### src/rtl/gpi_filter_pkg.sv
// rtl/gpi_filter_pkg.sv - shared edge-mode type, parameter defaults and mode decode helpers
package gpi_filter_pkg;

    localparam int NCH_DEFAULT         = 8;
    localparam int SYNC_STAGES_DEFAULT = 2;
    localparam int CNT_W_DEFAULT       = 8;

    typedef enum logic [1:0] {
        EDGE_OFF  = 2'b00,
        EDGE_RISE = 2'b01,
        EDGE_FALL = 2'b10,
        EDGE_BOTH = 2'b11
    } edge_mode_e;

    function automatic logic rise_enabled(input edge_mode_e mode);
        return (mode == EDGE_RISE) || (mode == EDGE_BOTH);
    endfunction

    function automatic logic fall_enabled(input edge_mode_e mode);
        return (mode == EDGE_FALL) || (mode == EDGE_BOTH);
    endfunction

endpackage

### src/rtl/gpi_filter_chan.sv
// rtl/gpi_filter_chan.sv - one input channel: synchroniser, debounce counter, edge detect
//
// Ports:
//   clk_i, rst_i   clock, synchronous active-high reset
//   en_i           channel enable; 0 holds all channel state at 0
//   filt_len_i     debounce length in cycles (0 = bypass)
//   mode_i         edge mode for event generation
//   pad_i          raw asynchronous pad data
//   lvl_o          debounced level
//   evt_o          one-cycle event pulse, registered alongside the lvl_o change
module gpi_filter_chan
    import gpi_filter_pkg::*;
#(
    parameter int SYNC_STAGES = SYNC_STAGES_DEFAULT,
    parameter int CNT_W       = CNT_W_DEFAULT
) (
    input  logic             clk_i,
    input  logic             rst_i,
    input  logic             en_i,
    input  logic [CNT_W-1:0] filt_len_i,
    input  edge_mode_e       mode_i,
    input  logic             pad_i,
    output logic             lvl_o,
    output logic             evt_o
);

    logic [SYNC_STAGES-1:0] sync_q, sync_d;
    logic [CNT_W-1:0]       cnt_q, cnt_d;
    logic                   lvl_q, lvl_d;
    logic                   evt_q, evt_d;
    logic                   sync_val;

    assign sync_val = sync_q[SYNC_STAGES-1];

    always_comb begin
        sync_d = {sync_q[SYNC_STAGES-2:0], pad_i};
        cnt_d  = '0;
        lvl_d  = lvl_q;
        evt_d  = 1'b0;
        if (!en_i) begin
            sync_d = '0;
            lvl_d  = 1'b0;
        end else if (sync_val != lvl_q) begin
            // >= rather than == so a filter length lowered mid-count
            // still releases the level on this comparison.
            if (cnt_q >= filt_len_i) begin
                lvl_d = sync_val;
            end else if (cnt_q == {CNT_W{1'b1}}) begin
                cnt_d = cnt_q;
            end else begin
                cnt_d = cnt_q + CNT_W'(1);
            end
        end
        // Disabling forces the level low silently, hence the en_i gate.
        if (en_i && (lvl_d != lvl_q)) begin
            evt_d = lvl_d ? rise_enabled(mode_i) : fall_enabled(mode_i);
        end
    end

    always_ff @(posedge clk_i) begin
        if (rst_i) begin
            sync_q <= '0;
            cnt_q  <= '0;
            lvl_q  <= 1'b0;
            evt_q  <= 1'b0;
        end else begin
            sync_q <= sync_d;
            cnt_q  <= cnt_d;
            lvl_q  <= lvl_d;
            evt_q  <= evt_d;
        end
    end

    assign lvl_o = lvl_q;
    assign evt_o = evt_q;

endmodule

### src/rtl/gpi_filter_bank.sv
// rtl/gpi_filter_bank.sv - bank of debounced GPIs with sticky pending bits and masked interrupt
//
// Ports:
//   CLK_I, RST_I   clock, synchronous active-high reset
//   EN_I           per-channel enable, also forwarded as pad input enable
//   STE_CFG_I      Schmitt-trigger select broadcast to every pad
//   FILT_LEN_I     shared debounce length (0 = bypass)
//   MODE_I         2 bits per channel: 00 off, 01 rise, 10 fall, 11 both
//   IRQ_MASK_I     per-channel interrupt enable
//   IRQ_CLR_I      write-1-to-clear of pending bits
//   PAD_DI_I       raw pad data
//   PAD_IE_O       pad input enable (combinational)
//   PAD_STE_O      per-pad Schmitt select (combinational)
//   LVL_O          debounced levels
//   PEND_O         sticky pending bits
//   IRQ_O          OR of pending bits that are unmasked
module gpi_filter_bank
    import gpi_filter_pkg::*;
#(
    parameter int NCH         = NCH_DEFAULT,
    parameter int SYNC_STAGES = SYNC_STAGES_DEFAULT,
    parameter int CNT_W       = CNT_W_DEFAULT
) (
    input  logic             CLK_I,
    input  logic             RST_I,
    input  logic [NCH-1:0]   EN_I,
    input  logic [1:0]       STE_CFG_I,
    input  logic [CNT_W-1:0] FILT_LEN_I,
    input  logic [2*NCH-1:0] MODE_I,
    input  logic [NCH-1:0]   IRQ_MASK_I,
    input  logic [NCH-1:0]   IRQ_CLR_I,
    input  logic [NCH-1:0]   PAD_DI_I,
    output logic [NCH-1:0]   PAD_IE_O,
    output logic [2*NCH-1:0] PAD_STE_O,
    output logic [NCH-1:0]   LVL_O,
    output logic [NCH-1:0]   PEND_O,
    output logic             IRQ_O
);

    logic [NCH-1:0] evt;
    logic [NCH-1:0] pend_q, pend_d;

    for (genvar g = 0; g < NCH; g++) begin : g_chan
        gpi_filter_chan #(
            .SYNC_STAGES (SYNC_STAGES),
            .CNT_W       (CNT_W)
        ) u_chan (
            .clk_i      (CLK_I),
            .rst_i      (RST_I),
            .en_i       (EN_I[g]),
            .filt_len_i (FILT_LEN_I),
            .mode_i     (edge_mode_e'(MODE_I[2*g +: 2])),
            .pad_i      (PAD_DI_I[g]),
            .lvl_o      (LVL_O[g]),
            .evt_o      (evt[g])
        );
    end

    // Clear is applied first so a simultaneous event keeps the bit set.
    always_comb begin
        pend_d = (pend_q & ~IRQ_CLR_I) | evt;
    end

    always_ff @(posedge CLK_I) begin
        if (RST_I) begin
            pend_q <= '0;
        end else begin
            pend_q <= pend_d;
        end
    end

    assign PEND_O    = pend_q;
    assign IRQ_O     = |(pend_q & IRQ_MASK_I);
    assign PAD_IE_O  = EN_I;
    assign PAD_STE_O = {NCH{STE_CFG_I}};

endmodule
### config.mk
export PLATFORM = sky130hd
export DESIGN_NAME = gpi_filter_bank
export DESIGN_NICKNAME = d
export VERILOG_FILES = /design/src/rtl/gpi_filter_pkg.sv /design/src/rtl/gpi_filter_chan.sv /design/src/rtl/gpi_filter_bank.sv
export SDC_FILE = /design/constraint.sdc
export NUM_CORES = 1
export LEC_CHECK = 0
export CAP_MARGIN = 40
export CORE_UTILIZATION = 27
export DETAILED_ROUTE_END_ITERATION = 8
export SYNTH_ARGS = -nofsm -noshare
export SYNTH_HDL_FRONTEND = slang
export SYNTH_SLANG_ARGS = --single-unit
### constraint.sdc
create_clock -name CLK_I -period 2.58 [get_ports CLK_I]
set_input_delay 0.516 -clock CLK_I [delete_from_list [all_inputs] [get_ports CLK_I]]
set_output_delay 0.516 -clock CLK_I [all_outputs]
set_load 0.02 [all_outputs]
# Yosys cells after proc, flatten, opt, wreduce, memory -nomap -nowiden

Cells that the tools add are included.

Bits in registers: 104
Bits of input ports: 60
Output and inout bits: 41
Logic and storage cells: 206

Add/subtract/negate cells: 8
Magnitude comparators: 8
Eq/ne operators: 48
Muxes and demuxes: 32
Bitwise operators: 28
Reductions and logical operators: 49

Operators with widths:

| cell                                                             | number |
|---|---|
| 8-bit by 1-bit adder with 8-bit output (second input constant)   | 8 |
| 8-bit == test (second input constant)                            | 8 |
| 8-bit >= comparator                                              | 8 |
| 2-bit == test (second input constant)                            | 16 |
| 1-bit two-way mux                                                | 32 |
| 2-bit OR reduction                                               | 16 |
| 4-bit OR reduction                                               | 8 |
| 1-bit NOT                                                        | 24 |
| 8-bit AND                                                        | 2 |
| 2-bit by 1-bit == test with 1-bit output (second input constant) | 8 |
| 1-bit logical OR                                                 | 16 |
| 1-bit inequality test                                            | 16 |
| 1-bit logical AND                                                | 8 |
| 8-bit NOT                                                        | 1 |
| 8-bit OR                                                         | 1 |
| 8-bit OR reduction                                               | 1 |

# Longest topological paths before layout

Word-level depth: 8
Depth in mapped cells: 8
Depth with buffers taken out: 7

# By module

Synthesis repeated with hierarchy kept, for this count alone.

Cells, all modules: 726
Area total of the unflattened synthesis: 6287.3 um2

By module, submodules not included:

| module          | instances | cells an instance | area an instance (um2) | seq. area each (um2) |
|---|---|---|---|---|
| gpi_filter_chan | 8         | 83                | 723.2                  | 240.2 |
| gpi_filter_bank | 1         | 62                | 501.7                  | 160.2 |

# Least setup slack after synthesis

Ideal clock, no wire load.

Kind: in2reg
From: input FILT_LEN_I[2]
To: register g_chan[0].u_chan.cnt_q[7]
Library setup time: 0.087 ns
Data arrival time: 1.901 ns
Required time: 2.493 ns
Setup slack: 0.592 ns
Stages: 7
Buffers on the path: 0
Cell sequence: inv_1 ha_1 a211oi_1 o21ai_0 a21oi_1 nand3_1 a211oi_1

Word-level cells in the longest chain between the ends: 2

Ends and longest elaborated chain:

| item                                | line                  | source |
|---|---|---|
| start, declared                     | gpi_filter_bank.sv:28 | `input logic [CNT_W-1:0] FILT_LEN_I,` |
| 8-bit >= comparator                 | gpi_filter_chan.sv:46 | `if (cnt_q >= filt_len_i) begin` |
| 4-bit OR reduction (no source line) | --                    |  |
| end signal, assigned                | gpi_filter_chan.sv:68 | `cnt_q <= cnt_d;` |
| end, declared                       | gpi_filter_chan.sv:28 | `logic [CNT_W-1:0] cnt_q, cnt_d;` |

Every way passes these cells.
A chain may end at the register's enable or synchronous reset.

# Worst setup path after layout

From: input IRQ_MASK_I[4]
To: output IRQ_O

Word-level cells in the longest chain between the ends: 2

Ends and longest elaborated chain:

| item               | line                  | source |
|---|---|---|
| start, declared    | gpi_filter_bank.sv:30 | `input logic [NCH-1:0] IRQ_MASK_I,` |
| 8-bit AND          | gpi_filter_bank.sv:73 | `assign IRQ_O = \|(pend_q & IRQ_MASK_I);` |
| 8-bit OR reduction | gpi_filter_bank.sv:73 |  |
| end, declared      | gpi_filter_bank.sv:37 | `output logic IRQ_O` |

Every way passes these cells.

==> out/metrics.cfg <==
[outcome]
status=finished, final reports clean

[timing]
hold_viol_final=0
fin_hold_ws_ns=0.426
fin_setup_tns_ns=0
grt_setup_unrepaired=false
finalClockSkew_ns=0.00714
max_freq_mhz=402
worstMarginPinSlew_ns=0.437
min_period_over_period_pct=96.5
setup_viol=0
slew_headroom_pct=70.8
finalMaxSlewViolations=0
fin_crit_ns=2.49

[global_route]
grt_use_total_pct=12.2
antenna_found_initial=0
grt_overflow=0
grt_pass1_wl_mm=21.6
first_global_vias=4386
grt_start_max_net_pins=17

[synth]
netlist_top_cells_count=104 x dfxtp_1, 74 x nor2_1, 72 x ha_1
syn-cell-area_um2=5890
synth-seq-cells=104
synth_cell_types=33
synthArstFlopShare_pct=0
syn_inst=680
synth_top_area_share_pct=35.4
syn-num-nets=812
seq_area_frac_synth_pct=35.4
synth.avg_cell_area_um2=8.66
yosysTopAreaCell=dfxtp_1
yosys-top-cells-area=dfxtp_1 35%, ha_1 15%, nor2_1 4.7%
ys_warn_count=0
yosys_most_used_dff=dfxtp_1
synth_edf_count=0
synth.most_common_cell=dfxtp_1

[min_path]
hold-path-endpoint=g_chan[7].u_chan.sync_q[1]
whs_path_depth=1
min_from=g_chan[7].u_chan.sync_q[0]
hp-class=register to register

[cells_and_area]
seq_area_um2=2080
multiInputGateArea_um2=3400
antenna_cells=0
nFillCells=2200
fin_nets=897
drive_above_1_share_pct=6.62
area_delta_synth_final_pct=25.3

[placed_design]
place.gp.congestion=0.781
hpwl_mm=10.2
portBuffers=82

[clocking]
cts_made_buffers=9
clk_latency_ns=0.36
cts_num_sinks=104
clk_path_buf_depth=2
cts_resized=0
cts_max_level=3
root_buffer=clkbuf_16
path_clk_slew_ns=0.07
hold_buffers=0
cts_setup_buffers=0
cts_tree=done

[setup_path]
cp_cell_sequence=clkdlybuf4s50_1, a22oi_1, buf_4, nand4_1, clkdlybuf4s50_1
cpPeakStageDelay_ns=0.56
reg2reg_to=g_chan[2].u_chan.cnt_q[3]
reg2reg_from=g_chan[2].u_chan.cnt_q[0]
path_common_cell=clkdlybuf4s50_1
required_ns=2.06
endpoint_kind=primary output
slowest_stage=clkdlybuf4s50_1
critPathLaunchType=input port
rrSetupSlack_ns=0.71
worstPathMaxFanout=1
crit_type=input port to primary output
crit_arrival_ns=1.97
reg2reg_depth=6

[power]
p_seq_share_pct=45.5
switchingPower_mw=0.724
max-vdd-ir-drop_mv=0.263
p_clk_share_pct=47.3
power_leakage_nw=3.03
intPower_mw=2.83
power.density_nw_per_um2=482
swShare_pct=20.4
comb_power_share_pct=7.3

[floorplanning]
io_pins=101
start_util_pct=27.7
dieArea_um2=22400
die_h_um=150
die_w_um=150
num_rows=53
core_area_um2=21200

[drt]
drc_errors=0
drtPass1Iterations=5
wire_per_inst_um=12.8
drtAntennaViolNets=0
drtIter0Drc=202
routed_wl_mm=13.3
vias=4846
viasPerCell=4.64

[job]
drv_cap=0

## layout make-up
type | instances | share of cell area, %
clock buffers | 11 | 3.29
clock inverters | 5 | 1.73
inverters | 32 | 1.63
multi-input cells | 506 | 46.1
flip-flops and latches | 104 | 28.2
well taps | 275 | 4.66
repair buffers | 112 | 14.4
## through the flow
stage	std cells	util (%)	cell area [um^2]	power [mW]	worst slack (ns)
final	1045	34.8	7380	3.55	0.0901
after global routing	1045	34.8	7380	3.71	0.00602
after CTS	1045	34.8	7380	3.61	0.0814
after detailed placement	1029	33.0	7010	1.91	-0.180
after global placement	1029	33.0	7010	1.91	-0.113
after floorplan	680	-	5890	1.80	0.592
## how the worst max path moves through the flow
stage | start | to | slack [ns] | depth (start not counted)
after floorplan | FILT_LEN_I[2] | g_chan[0].u_chan.cnt_q[7] | 0.59 | 7
after global placement | FILT_LEN_I[2] | g_chan[0].u_chan.cnt_q[7] | -0.11 | 8
after detailed placement | FILT_LEN_I[2] | g_chan[0].u_chan.cnt_q[7] | -0.18 | 8
after CTS | IRQ_MASK_I[4] | IRQ_O | 0.08 | 5
after global routing | FILT_LEN_I[2] | g_chan[3].u_chan.cnt_q[2] | 0.006 | 9
final | IRQ_MASK_I[4] | IRQ_O | 0.09 | 5
## layer usage
layer,part of all wire (%),vias to the layer above,global-route usage [%]
met2,44,74,19.2
met4,1.5,0,4.04
met1,50,2208,16.2
met3,4.4,17,3.20
met5,0,-,0
li1,-,2547,-
## critical path, delay by kind of cell
| family | cells | cell delay [ns] |
|---|---|---|
| AO/OA/AOI/OAI | 1 | 0.23 |
| buffers and inverters | 3 | 1.14 |
| AND/OR/NAND/NOR | 1 | 0.08 |
## kinds of logic after synthesis
kind of cell | Yosys count | synth area share [%]
AO/OA/AOI/OAI | 95 | 9.41
XOR/XNOR | 33 | 4.91
adder cells (fa/ha/maj) | 72 | 15.3
buffers and inverters | 70 | 6.88
flip-flops | 104 | 35.4
multiplexers | 22 | 3.80
AND/OR/NAND/NOR | 284 | 24.3
## state kept, by name, indices dropped and copies added, names as in the netlist
name and cells:
g_chan.u_chan.cnt_q 64, g_chan.u_chan.sync_q 16, PEND_O 8, g_chan.u_chan.evt_o 8
g_chan.u_chan.lvl_o 8
## placed cells by master, fill, tap and decap left out, drive strengths merged, types with 19 or more instances in the layout
cell,n
a21oi,38
and2,20
and3,21
buf,30
clkdlybuf4s50,82
dfxtp,104
ha,72
inv,32
mux2i,19
nand2,47
nand3,37
nand4,22
nor2,74
nor2b,20
nor3,21
o21ai,26
xor2,19
## power groups by stage
stage | clock network [mW] | logic (mW) | registers (mW)
6_report | 1.68 | 0.258 | 1.62
5_1_grt | 1.81 | 0.287 | 1.62
4_1_cts | 1.74 | 0.262 | 1.62
3_5_place_dp | 0 | 0.260 | 1.65
3_3_place_gp | 0 | 0.256 | 1.65
2_1_floorplan | 0 | 0.145 | 1.65
Power figures use the tool's default switching activity.
